===== src/rtl/imem_load_arbiter_if.sv =====
// Bundle between the loader, the core fetch port, the imem and the arbiter.
// Widths are fixed at 32 bits to match the core datapath.
interface imem_load_arbiter_if;
  logic        ld_valid;
  logic        ld_ready;
  logic [31:0] ld_data;
  logic        ld_last;
  logic        reload;
  logic [31:0] core_pc;
  logic [31:0] instr;
  logic        core_hold;
  logic [31:0] mem_addr;
  logic        mem_we;
  logic [31:0] mem_wdata;
  logic [31:0] mem_rdata;
  logic        fetch_fault;
  logic        ld_err;

  modport slave (
    input  ld_valid,
    input  ld_data,
    input  ld_last,
    input  reload,
    input  core_pc,
    input  mem_rdata,
    output ld_ready,
    output instr,
    output core_hold,
    output mem_addr,
    output mem_we,
    output mem_wdata,
    output fetch_fault,
    output ld_err
  );

  modport master (
    output ld_valid,
    output ld_data,
    output ld_last,
    output reload,
    output core_pc,
    output mem_rdata,
    input  ld_ready,
    input  instr,
    input  core_hold,
    input  mem_addr,
    input  mem_we,
    input  mem_wdata,
    input  fetch_fault,
    input  ld_err
  );
endinterface


===== src/rtl/imem_load_arbiter.sv =====
// Shares one instruction-memory port between a program loader and the core.
// Loads words from 0 upward, then hands the port to core fetches.
module imem_load_arbiter #(
  parameter int          DEPTH     = 32,
  parameter logic [31:0] NOP_INSTR = 32'h0000_0013
) (
  input logic           clk,
  input logic           reset,
  imem_load_arbiter_if.slave bus
);

  localparam int AW = $clog2(DEPTH) + 1;
  localparam logic [AW-1:0] LAST_W = AW'(DEPTH - 1);

  typedef enum logic [1:0] {
    IDLE,
    LOAD,
    RUN,
    ERR
  } state_t;

  state_t        state;
  state_t        state_nxt;
  logic [AW-1:0] wcnt;
  logic [AW-1:0] wcnt_nxt;
  logic [AW-1:0] lcnt;
  logic [AW-1:0] lcnt_nxt;
  logic          err_q;
  logic          err_nxt;
  logic          loading;
  logic          hs;
  logic          in_run;
  logic          fault;

  assign loading = (state == IDLE) || (state == LOAD);
  assign hs      = bus.ld_valid && loading;
  assign in_run  = (state == RUN);

  // Fetches beyond the loaded image are faulted, not just beyond DEPTH.
  assign fault = in_run &&
                 ((bus.core_pc[1:0] != 2'b00) ||
                  (bus.core_pc[31:2] >= 30'(lcnt)));

  always_ff @(posedge clk) begin
    if (!reset) begin
      state <= IDLE;
      wcnt  <= '0;
      lcnt  <= '0;
      err_q <= 1'b0;
    end else begin
      state <= state_nxt;
      wcnt  <= wcnt_nxt;
      lcnt  <= lcnt_nxt;
      err_q <= err_nxt;
    end
  end

  always_comb begin
    state_nxt = state;
    wcnt_nxt  = wcnt;
    lcnt_nxt  = lcnt;
    err_nxt   = err_q;
    unique case (state)
      IDLE, LOAD: begin
        if (hs) begin
          wcnt_nxt = wcnt + AW'(1);
          if (bus.ld_last) begin
            state_nxt = RUN;
            lcnt_nxt  = wcnt + AW'(1);
          end else if (wcnt == LAST_W) begin
            state_nxt = ERR;
            err_nxt   = 1'b1;
          end else begin
            state_nxt = LOAD;
          end
        end
      end
      RUN: begin
        if (bus.reload) begin
          state_nxt = IDLE;
          wcnt_nxt  = '0;
        end
      end
      ERR: begin
        state_nxt = ERR;
      end
      default: begin
        state_nxt = IDLE;
      end
    endcase
  end

  // Reset is synchronous, so outputs are masked while it is held low.
  assign bus.ld_ready    = !reset || loading;
  assign bus.mem_we      = reset && hs;
  assign bus.mem_wdata   = bus.ld_data;
  assign bus.core_hold   = !reset || !in_run;
  assign bus.fetch_fault = reset && fault;
  assign bus.ld_err      = err_q;

  assign bus.instr = (reset && in_run && !fault) ?
                     bus.mem_rdata : NOP_INSTR;

  assign bus.mem_addr = !reset ? 32'h0 :
                        in_run ? bus.core_pc :
                        32'({wcnt, 2'b00});

endmodule


===== src/flat_wrapper.sv =====
// flat-port wrapper written by rule: the top's interface ports become plain ports
module imem_load_arbiter_flat 
#(
  parameter int          DEPTH     = 32,
  parameter logic [31:0] NOP_INSTR = 32'h0000_0013
)
  (clk, reset, bus_ld_valid, bus_ld_data, bus_ld_last, bus_reload, bus_core_pc, bus_mem_rdata, bus_ld_ready, bus_instr, bus_core_hold, bus_mem_addr, bus_mem_we, bus_mem_wdata, bus_fetch_fault, bus_ld_err);
  imem_load_arbiter_if bus_i ();
  input logic clk;
  input logic reset;
  input wire logic [$bits(bus_i.ld_valid)-1:0] bus_ld_valid;
  input wire logic [$bits(bus_i.ld_data)-1:0] bus_ld_data;
  input wire logic [$bits(bus_i.ld_last)-1:0] bus_ld_last;
  input wire logic [$bits(bus_i.reload)-1:0] bus_reload;
  input wire logic [$bits(bus_i.core_pc)-1:0] bus_core_pc;
  input wire logic [$bits(bus_i.mem_rdata)-1:0] bus_mem_rdata;
  output wire logic [$bits(bus_i.ld_ready)-1:0] bus_ld_ready;
  output wire logic [$bits(bus_i.instr)-1:0] bus_instr;
  output wire logic [$bits(bus_i.core_hold)-1:0] bus_core_hold;
  output wire logic [$bits(bus_i.mem_addr)-1:0] bus_mem_addr;
  output wire logic [$bits(bus_i.mem_we)-1:0] bus_mem_we;
  output wire logic [$bits(bus_i.mem_wdata)-1:0] bus_mem_wdata;
  output wire logic [$bits(bus_i.fetch_fault)-1:0] bus_fetch_fault;
  output wire logic [$bits(bus_i.ld_err)-1:0] bus_ld_err;
  assign bus_i.ld_valid = bus_ld_valid;
  assign bus_i.ld_data = bus_ld_data;
  assign bus_i.ld_last = bus_ld_last;
  assign bus_i.reload = bus_reload;
  assign bus_i.core_pc = bus_core_pc;
  assign bus_i.mem_rdata = bus_mem_rdata;
  assign bus_ld_ready = bus_i.ld_ready;
  assign bus_instr = bus_i.instr;
  assign bus_core_hold = bus_i.core_hold;
  assign bus_mem_addr = bus_i.mem_addr;
  assign bus_mem_we = bus_i.mem_we;
  assign bus_mem_wdata = bus_i.mem_wdata;
  assign bus_fetch_fault = bus_i.fetch_fault;
  assign bus_ld_err = bus_i.ld_err;
  imem_load_arbiter #(.DEPTH(DEPTH), .NOP_INSTR(NOP_INSTR)) u_core (.clk(clk), .reset(reset), .bus(bus_i));
endmodule

===== config.mk =====
export PLATFORM = sky130hd
export DESIGN_NAME = imem_load_arbiter_flat
export DESIGN_NICKNAME = d
export VERILOG_FILES = /design/src/rtl/imem_load_arbiter_if.sv /design/src/rtl/imem_load_arbiter.sv /design/src/flat_wrapper.sv
export SDC_FILE = /design/constraint.sdc
export NUM_CORES = 1
export LEC_CHECK = 0
export ABC_AREA = 1
export CORE_UTILIZATION = 30
export DETAILED_ROUTE_END_ITERATION = 8
export PLACE_DENSITY = 0.84
export SETUP_SLACK_MARGIN = 0.4
export SLEW_MARGIN = 20
export SYNTH_ARGS = -nofsm -noshare
export SYNTH_HDL_FRONTEND = slang
export SYNTH_SLANG_ARGS = --single-unit

===== constraint.sdc =====
create_clock -name clk -period 6 [get_ports clk]
set_input_delay 1.8 -clock clk [delete_from_list [all_inputs] [get_ports clk]]
set_output_delay 1.8 -clock clk [all_outputs]
set_load 0.03 [all_outputs]

Word-level counts from Yosys, hierarchy flattened
Index checks and enable logic that the tools add are counted.
- bits of input ports: 101
- output and inout port bits: 101
- bits in registers: 15
- word-level logic and storage cells: 45
- eq/ne operators: 6
- add/sub/neg operators: 1
- mux-type cells: 11
- reduce and logical (&&, ||, !) cells: 21
- bitwise operators: 1
- order comparisons: 1
- operators by type and width (operator ; count):
    two-way mux 32 bit ; 3
    greater-or-equal comparator 30 x 6 -> 1 bit ; 1
    two-way mux 6 bit ; 2
    case mux 6 bit (2 select lines) ; 1
    two-way mux 2 bit ; 4
    adder 6 x 1 -> 6 bit, second input constant ; 1
    equality test 6 x 5 -> 1 bit, second input constant ; 1
    logical AND 1 bit ; 6
    case mux 2 bit (3 select lines) ; 1
    AND reduction 3 bit ; 2
    equality test 2 bit, second input constant ; 2
    logical OR 1 bit ; 4
    AND reduction 4 bit ; 1
    nonzero test 2 bit ; 2
    logical NOT 1 bit ; 3
    equality test 2 x 1 -> 1 bit, second input constant ; 1
    logical NOT 2 bit ; 1
    inequality test 2 x 1 -> 1 bit, second input constant ; 1
    inequality test 2 bit, second input constant ; 1
    AND reduction 2 bit ; 1
    OR reduction 2 bit ; 1
    inverter 1 bit ; 1

Logic depth before layout (Yosys ltp)
- depth in word-level cells: 6
- mapped depth: 13
- mapped depth without buffers: 11

Least setup slack after synthesis
Ideal clock, no wire load.
- path type: input port to output port
- start point: input port bus_core_pc[7]
- end point: output port bus_instr[11]
- path buffers: 1
- cell stages on the path: 9
- required time: 4.200 ns
- slack: 0.989 ns
- arrival time: 3.211 ns
- path through: ha_1 > nand2_1 > clkinv_1 > nor2_1 > nand3_1 > nor2_4 > nand3_2 > buf_2 > nor2_1
- word-level cells in the longest chain between the ends: 6
- RTL lines (element ; RTL line ; text):
    start: declaration ; flat_wrapper.sv:15 ; input wire logic [$bits(bus_i.core_pc)-1:0] bus_core_pc;
    greater-or-equal comparator 30 x 6 -> 1 bit ; imem_load_arbiter.sv:42 ; (bus.core_pc[31:2] >= 30'(lcnt)));
    logical OR 1 bit ; imem_load_arbiter.sv:41 ; ((bus.core_pc[1:0] != 2'b00) ||
    logical AND 1 bit ; imem_load_arbiter.sv:40 ; assign fault = in_run &&
    logical NOT 1 bit ; imem_load_arbiter.sv:101 ; assign bus.instr = (reset && in_run && !fault) ?
    logical AND 1 bit ; imem_load_arbiter.sv:101 ;
    two-way mux 32 bit ; imem_load_arbiter.sv:101 ;
    end: declaration ; flat_wrapper.sv:18 ; output wire logic [$bits(bus_i.instr)-1:0] bus_instr;
Every way passes these cells.

Worst setup path in the final report
- start point: input port reset
- end point: output port bus_mem_addr[10]
- word-level cells in the longest chain between the ends: 1
- RTL lines (element ; RTL line ; text):
    start: declaration ; flat_wrapper.sv:10 ; input logic reset;
    two-way mux 32 bit ; imem_load_arbiter.sv:104 ; assign bus.mem_addr = !reset ? 32'h0 :
    end: declaration ; flat_wrapper.sv:20 ; output wire logic [$bits(bus_i.mem_addr)-1:0] bus_mem_addr;
Every way passes these cells.

==> metrics <==
status finished clean; Bufs on Longest Clock Path 2; Placer Congestion 0.888; post-layout util 0.537; Synth Net Count 412; Clk pwr share 0.255; nets@finish 519; CTS buffer count 3; P_leak 1.35 nW; CP Capture Type output pin; share of layout cells above drive strength 1 0.146; Flop pwr share 0.341; vias in the first global route 2,011; routed via count 2,183; Post-synth ARST share 0; Cell Chain, Critical Path clkdlybuf4s50_1 > inv_1 > buf_12 > nor2_1 > clkdlybuf4s50_1; endpoints failing hold 0; Slew @ Worst Pin 729 ps; full die area 6250 um2; PnR worst setup slack 515 ps; min-delay worst type flop to flop; average size of a mapped cell 5.86 um2; Worst Skew 1.26 ps; cells taking the most area after synthesis dfxtp_1 17%, nor2_1 16%, buf_4 13%; GRT overflow 0; Antenna Nets Post-Route 0; vias per inst 4.53; Gate power share 0.404; RSZ-0062 raised after global routing no; DRC viols 0; WL per Instance 12.8 um; crit path time final 5490 ps; Worst R2R Path Depth 6; Initial DRC Count 84; I/O Pins 202; TritonRoute pass-1 iters 4; startpoint types primary input; number of core rows 27; port bufs 137; Syn Std Cell Area 1780 um2; Ys Warns 0; Req. time, crit path 4200 ps; Max Slew Vio Count 0; Final setup violation count 0; n_diodes 0; Total GRT Usage 0.190; largest net degree at the start of global routing 30; area grow syn2layout 69.0%; fin cells 482; maximum vdd drop 105 uV; Total Neg Setup Slack 0 ps; Die Ht 79.0 um; fmax 182 MHz; H-tree Lvls 1; die extent in x 79.0 um; synth unique cells 26; Worst-Skew Late Latency 240 ps; clock root buffer clkbuf_8; top post-synthesis cells by count 74 x nor2_1, 50 x inv_1, 50 x nand2_1; most frequent CP cell clkdlybuf4s50_1; most frequent cell after synthesis nor2_1; TritonCTS clock tree done; crit path kind primary input to output pin; CTS Sinks 15; hpwl dp 5230 um; switching power 0.0964 mW; EDFF count, synth 0; post-synth top area share 0.169; internal power 0.216 mW; Arr. time, crit path 3690 ps; delay of the slowest cell on the worst path 690 ps; initial antenna violation count 0; dpl ws 335 ps; Synth area leader dfxtp_1; #FFs+latches synth 15; Sw Ratio 0.308; ys flop type dfxtp_1; max_slew headroom 0.514; Total Wirelength 6160 um; placed cells 477; starting density of the core 0.317; Core Area 5610 um2; pwr/cell area 104 nW/um2; crit-path max FO 26; first-pass GRT wire length 9460 um; Reg clk slew, reported paths 60 ps; total of max-cap violations 0; Worst path slowest cell clkdlybuf4s50_1; Cells after Synth 304; Seq/Total Area, Yosys 0.169; post-cts hold buffer count 0; post-route clock period utilization 0.914; register-to-register setup slack 4050 ps; Hold Path Cell Cnt 2
[layout by cell type (no fill, tap or decap), drive strengths merged]
cell,count
a31oi,1
a21oi,13
clkinv,1
o21ai,12
o22ai,2
or2,1
nand3,8
xor2,4
clkdlybuf4s50,104
dfxtp,15
inv,51
nor3,2
buf,36
ha,7
nand4,4
nand2,50
dlygate4sd2,4
clkbuf,4
nor2,88
o21a,2
and3,1
[state kept, by name, indices dropped and copies added (netlist names), named ones only]
name and flops:
u_core.lcnt 6, u_core.wcnt 6, u_core.bus.ld_err 1, u_core.state 1
[final timing paths]
| check | startpoint | end |
|---|---|---|
| worst max-delay path | reset | bus_mem_addr[10] |
| worst min-delay path | u_core.lcnt[2] | u_core.lcnt[2] |
| worst max register to register | u_core.state[1] | u_core.state[1] |
| worst min register to register | u_core.lcnt[2] | u_core.lcnt[2] |
[cells by family (layout without fill, tap and decap cells)]
group	Yosys count	after routing	synth area share
AO/OA/AOI/OAI	30	30	0.0892
XOR/XNOR	4	4	0.0197
adder cells (fa/ha/maj)	7	7	0.0492
buffers and inverters	94	200	0.280
flip-flops	15	15	0.169
AND/OR/NAND/NOR	154	154	0.394
[power groups by stage]
stage	registers [mW]	logic (mW)	clock network (mW)
3_3_place_gp	0.109	0.124	0
6_report	0.107	0.126	0.0798
4_1_cts	0.107	0.126	0.0810
5_1_grt	0.107	0.138	0.0877
3_5_place_dp	0.109	0.125	0
2_1_floorplan	0.108	0.0921	0
[worst max-delay path, delay by kind of cell]
kind / cells / cell delay, ps
buffers and inverters: 4 / 1760
and+or+nand+nor: 1 / 120
[stage by stage]
step | total power [mW] | instance area, um2 | hold slack [ps]
floorplan | 0.200 | 1780 | 433
global placement | 0.232 | 2930 | 449
detailed placement | 0.234 | 2930 | 452
CTS | 0.313 | 2970 | 460
global route | 0.332 | 3010 | 512
finish | 0.313 | 3010 | 462
[area by class of cell]
cell class              instances  area, um2
clock buffers                   4       45.0
repair buffers                144       1370
flip-flops and latches         15        300
multi-input cells             195       1010
fillers                       540       2600
inverters                      52        195
well taps                      72       90.1
[timing repair]
item,in CTS,in global routing
resized for setup,5,6
pin swaps,0,2
setup buffers,0,1
endpoints found under the setup margin,5,27
gates cloned,0,0
[per-layer routing]
layer  vias to the layer above  part of all wire  GRT usage
met4                         0            0.0057     0.0364
met1                       954              0.40      0.228
li1                       1094                 -          -
met3                         6             0.098     0.0540
met2                       129              0.50      0.337
met5                         -                 0          0
No activity file was read; power rests on OpenSTA's default activity.
==> RTL change 1: new RTL, config.mk and constraints unchanged <==
Compare `wcnt` against `LAST_W` with >= in place of ==.
--- a/src/rtl/imem_load_arbiter.sv
+++ b/src/rtl/imem_load_arbiter.sv
@@ -67,7 +67,7 @@
           if (bus.ld_last) begin
             state_nxt = RUN;
             lcnt_nxt  = wcnt + AW'(1);
-          end else if (wcnt == LAST_W) begin
+          end else if (wcnt >= LAST_W) begin
             state_nxt = ERR;
             err_nxt   = 1'b1;
           end else begin
Function: no difference found for any inputs over 10 cycles, from zero or initial values and one cycle with reset low; that may be too few to reach the edited logic, so the function may still have changed.
==> RTL change 1 against the original RTL <==
  * Cell area about the same
  * Utilization down 0.37 points
  * First-iteration DRC count shrank 36%
  * Routed wire length shrank 5.5%
  * Area after synthesis increased by 0.49%
  * Total power grew 3.9%
  * Sequential cell count is the same
  * Worst setup slack gained 0.015 ns
  * Combinational power rose by 6%
  * Largest cell class unchanged
  * Largest power group unchanged
==> RTL change 1: results (changes against the original RTL) <==
STA
  • Fmax: 0.183 GHz (was 0.182 GHz)
  • Clk_skew: 0.00270 ns (was 0.00126 ns)
  • Worst Hold Slack: 0.468 ns (was 0.462 ns)
  • Worst-Margin Slew: 0.779 ns (was 0.729 ns)

Detailed routing
  • DR iter-0 viols: 54 (was 84)
  • Routed met3 length: 733 um (was 604 um)
  • Metal2 WL: 2.74 mm (was 3.05 mm)
  • Wire length on met1: 2.29 mm (was 2.47 mm)
  • Routed vias/inst: 4.45 (was 4.53)
  • WL final: 5.82 mm (was 6.16 mm)
  • Total number of vias: 2155 (was 2183)

Worst setup path
  • Reg-to-reg endpoint: u_core.wcnt[5]$_SDFFE_PN0P_ (was u_core.state[1]$_SDFFE_PN0P_)
  • Worst reg-to-reg path cell count: 7 (was 6)
  • Worst Path Max Fanout: 12 (was 26)
  • Arrival time of the worst setup path: 3.67 ns (was 3.69 ns)
  • Crit path launch: reset (unchanged)
  • R2r setup slk: 4.29 ns (was 4.05 ns)

Finish
  • Layout cells sized above 1: 0.136 (was 0.146)
  • Fillers: 531 (was 540)

Placement
  • Placement Setup Slack: 0.355 ns (was 0.335 ns)
  • RD Place Congestion: 0.878 (was 0.888)
  • Placed cells: 479 (was 477)

GRT
  • Overall global routing resource usage: 0.176 (was 0.190)
  • GRT met3 Usage: 0.0793 (was 0.0540)
  • Vias in the first global route: 2051 (was 2011)
  • Met2 usage: 0.307 (was 0.337)
  • GR Util met1: 0.194 (was 0.228)
  • First-pass GRT wire length: 8.85 mm (was 9.46 mm)

Outcome
  • Outcome: complete, no violations (unchanged)

Worst hold path
  • Hold endpoint: u_core.lcnt[1]$_SDFFE_PN0P_ (was u_core.lcnt[2]$_SDFFE_PN0P_)
  • Hold Startpoint: u_core.lcnt[1]$_SDFFE_PN0P_ (was u_core.lcnt[2]$_SDFFE_PN0P_)

Synthesis
  • Net count after synthesis: 416 (was 412)
  • Distinct cells, synth: 25 (was 26)
  • Sequential element share of the synthesized area: 0.168 (was 0.169)
  • Mapped Avg Cell Area: 5.81 um^2 (was 5.86 um^2)

Pwr
  • Static Leak: 1.40 nW (was 1.35 nW)
  • Maximum VDD drop: 133 uV (was 105 uV)

CTS
  • Cts repair resizes: 3 (was 5)
-- RTL change 1: layout make-up --
type | instances | area, um^2 | share of cell area
Tap cell | 72 | 90.1 | 0.0300
Clock inverter | 1 | 5.00 | 0.00166
Sequential cell | 15 | 300 | 0.0999
Multi-Input combinational cell | 189 | 965 | 0.321
Clock buffer | 3 | 41.3 | 0.0137
Timing Repair Buffer | 141 | 1370 | 0.455
Inverter | 63 | 236 | 0.0787
-- RTL change 1: cells by family after synthesis --
family	count (synthesis)	synth area share
AND/OR/NAND/NOR	146	0.376
buffers and inverters	104	0.300
AO/OA/AOI/OAI	34	0.0979
flip-flops	15	0.168
adder cells (fa/ha/maj)	7	0.0489
XOR/XNOR	2	0.00979
-- RTL change 1: power groups by stage --
stage               Sequential (mW)  Clock [mW]  Combinational (mW)
floorplan                     0.109           0               0.100
global placement              0.110           0               0.131
detailed placement            0.110           0               0.132
CTS                           0.108      0.0855               0.133
global route                  0.108      0.0897               0.147
finish                        0.108      0.0842               0.133
==> RTL change 2: new RTL, same flow settings <==
Made on the original files. `DEPTH` is set to 32 in 2 places; all go to 16.
--- a/src/rtl/imem_load_arbiter.sv
+++ b/src/rtl/imem_load_arbiter.sv
@@ -1,7 +1,7 @@
 // Shares one instruction-memory port between a program loader and the core.
 // Loads words from 0 upward, then hands the port to core fetches.
 module imem_load_arbiter #(
-  parameter int          DEPTH     = 32,
+  parameter int          DEPTH     = 16,
   parameter logic [31:0] NOP_INSTR = 32'h0000_0013
 ) (
   input logic           clk,
--- a/src/flat_wrapper.sv
+++ b/src/flat_wrapper.sv
@@ -1,7 +1,7 @@
 // flat-port wrapper written by rule: the top's interface ports become plain ports
 module imem_load_arbiter_flat 
 #(
-  parameter int          DEPTH     = 32,
+  parameter int          DEPTH     = 16,
   parameter logic [31:0] NOP_INSTR = 32'h0000_0013
 )
   (clk, reset, bus_ld_valid, bus_ld_data, bus_ld_last, bus_reload, bus_core_pc, bus_mem_rdata, bus_ld_ready, bus_instr, bus_core_hold, bus_mem_addr, bus_mem_we, bus_mem_wdata, bus_fetch_fault, bus_ld_err);
Function: no difference found for any inputs over 10 cycles, from zero or initial values and one cycle with reset low; that may be too few to reach the edited logic, so the function may still have changed.
==> RTL change 2 against the original RTL <==
  * Non-clock buffer count fell by 2
  * Worst setup slack improved by 0.038 ns
  * Highest routed layer unchanged
  * Sequential cell count fell by 2
  * Clock skew rose by 0.0043 ns
  * Cell area fell by 4.7%
  * Synthesized cell count fell by 3.0%
  * Area after synthesis fell by 5.5%
  * Sequential share of layout area fell by 0.91 points
  * Critical endpoint is now bus_fetch_fault
  * Total power fell by 3.1%
  * Routed wire length fell by 4.7%
  * Combinational power rose by 3%
==> RTL change 2: results (changes against the original RTL) <==
CTS
  • Setup Fix Bufs, Post-CTS: 0 (unchanged)
  • Clk Latency, worst-skew pair: 0.24 ns (about the same)
  • CTS buffer count: 3 (unchanged)
  • CTS root buf: clkbuf_8 (unchanged)
  • Register clock-pin slew on the reported worst setup and hold paths: 0.05 ns

GRT
  • Largest net degree at the start of global routing: 32 (was 30)
  • Vias in the first global route: 1893 (was 2011)
  • Overall global routing resource usage: 0.187 (was 0.190)
  • First-pass GRT wire length: 8.89 mm (was 9.46 mm)

Finish
  • Largest regs: u_core.lcnt: 5 flops, u_core.wcnt: 5 flops (was u_core.lcnt: 6 flops, u_core.wcnt: 6 flops)
  • Fin nets: 508 (was 519)
  • Ant. Diodes: 0 (unchanged)
  • Fillers: 488 (was 540)
  • Layout cells sized above 1: 0.133 (was 0.146)

Placement
  • Port Buffers: 137 (unchanged)
  • Post-DP HPWL: 4.99 mm (was 5.23 mm)
  • RD Place Congestion: 0.799 (was 0.888)

Synthesis
  • Net count after synthesis: 403 (was 412)
  • Sequential element share of the synthesized area: 0.155 (was 0.169)
  • Synth top area cells: nor2_1 17%, dfxtp_1 15%, buf_4 14% (was dfxtp_1 17%, nor2_1 16%, buf_4 13%)
  • Most used flip-flop cell after synthesis: dfxtp_1 (unchanged)
  • YS warnings: 0 (unchanged)
  • Asr flop ratio synth: 0 (unchanged)
  • Synth top cells by count: 74 x nor2_1, 53 x inv_1, 52 x nand2_1 (was 74 x nor2_1, 50 x inv_1, 50 x nand2_1)
  • Distinct cells, synth: 22 (was 26)

Worst setup path
  • Worst Path Max Fanout: 5 (was 26)
  • Crit path launch: bus_core_pc[2] (was reset)
  • Reg-to-reg endpoint: u_core.lcnt[4]$_SDFFE_PN0P_ (was u_core.state[1]$_SDFFE_PN0P_)
  • Critical R2R Launch: u_core.wcnt[0]$_SDFFE_PN0P_ (was u_core.state[1]$_SDFFE_PN0P_)
  • Worst reg-to-reg path cell count: 7 (was 6)
  • R2r setup slk: 4.53 ns (was 4.05 ns)
  • Capture point of the critical path: bus_fetch_fault (was bus_mem_addr[10])
  • Max stage delay on crit path: 0.46 ns (was 0.69 ns)

Detailed routing
  • WL final: 5.87 mm (was 6.16 mm)
  • DR iter-0 viols: 71 (was 84)
  • Routed vias/inst: 4.41 (was 4.53)
  • Pre-antenna DRT Iters: 4 (unchanged)

Worst hold path
  • Hold Crit Class: register to register (unchanged)

STA
  • Worst-Margin Slew: 0.335 ns (was 0.729 ns)
  • Final setup viols: 0 (unchanged)
  • Clk_skew: 0.00552 ns (was 0.00126 ns)

Pwr
  • Static Leak: 1.33 nW (was 1.35 nW)
  • Maximum VDD drop: 201 uV (was 105 uV)

Outcome
  • Outcome: complete, no violations (unchanged)
RTL change 2: cell types whose count changed after synthesis, sizes merged, moves of 3 or more:
cell,unedited run,this run
inv,51,54
nand3,8,2
a21oi,13,17
clkbuf,7,4
buf,35,38
RTL change 2: critical path, delay by kind of cell:
family,cells,cell delay (ns)
buf+inv,4,0.97
fa+ha+maj,1,0.27
simple gates,3,0.17
compound gates,2,0.44
RTL change 2: how the worst min path moves through the flow:
stage | start | endpoint | slack (ns) | depth (start not counted)
2_1_floorplan | u_core.lcnt[4]$_SDFFE_PN0P_ | u_core.lcnt[4]$_SDFFE_PN0P_ | 0.43 | 2
3_3_place_gp | u_core.lcnt[1]$_SDFFE_PN0P_ | u_core.lcnt[1]$_SDFFE_PN0P_ | 0.45 | 2
3_5_place_dp | u_core.lcnt[1]$_SDFFE_PN0P_ | u_core.lcnt[1]$_SDFFE_PN0P_ | 0.45 | 2
4_1_cts | u_core.lcnt[1]$_SDFFE_PN0P_ | u_core.lcnt[1]$_SDFFE_PN0P_ | 0.46 | 2
5_1_grt | u_core.lcnt[1]$_SDFFE_PN0P_ | u_core.lcnt[1]$_SDFFE_PN0P_ | 0.48 | 2
6_report | u_core.lcnt[1]$_SDFFE_PN0P_ | u_core.lcnt[1]$_SDFFE_PN0P_ | 0.45 | 2
RTL change 2: final cells by class:
class                   instances  share of cell area
clock buffers                   4              0.0157
inverters                      54              0.0706
multi-input cells             186               0.321
flip-flops and latches         13              0.0907
well taps                      70              0.0305
repair buffers                142               0.471
RTL change 2: what timing repair did:
action / CTS / global route
gates cloned: 0 / 0
setup endpoints to repair: 2 / 5
gates resized for setup: 2 / 3
RTL change 2: routing by layer:
metal,vias to the layer above,routed length [um],global-route usage
met2,100,3030,0.371
met4,0,113,0.0462
met1,912,2150,0.178
met5,-,0,0
met3,6,580,0.0679
li1,1050,-,-
RTL change 2: power breakdown:
group	switching, mW	internal [mW]
sequential	0.00326	0.0911
combinational	0.0630	0.0674
clock	0.0314	0.0469
RTL change 2: logic make-up (layout without fill, tap and decap cells):
logic type | count (synthesis) | count (layout) | synth area share
and+or+nand+nor | 146 | 146 | 0.387
xor gates and xnor gates | 2 | 2 | 0.0104
AOI/OAI and AO/OA | 31 | 31 | 0.0937
DFF | 13 | 13 | 0.155
adders and majority gates | 7 | 7 | 0.0520
buffers and inverters | 96 | 200 | 0.302
RTL change 2: per-stage QoR:
stage,area (um^2),setup WS [ns],hold WS (ns),utilization,std cells
finish,2870,0.553,0.454,0.548,469
global route,2870,0.443,0.480,0.548,469
CTS,2860,0.403,0.457,0.546,469
detailed placement,2820,0.333,0.449,0.538,465
global placement,2820,0.379,0.451,0.538,465
floorplan,1680,1.01,0.433,-,295
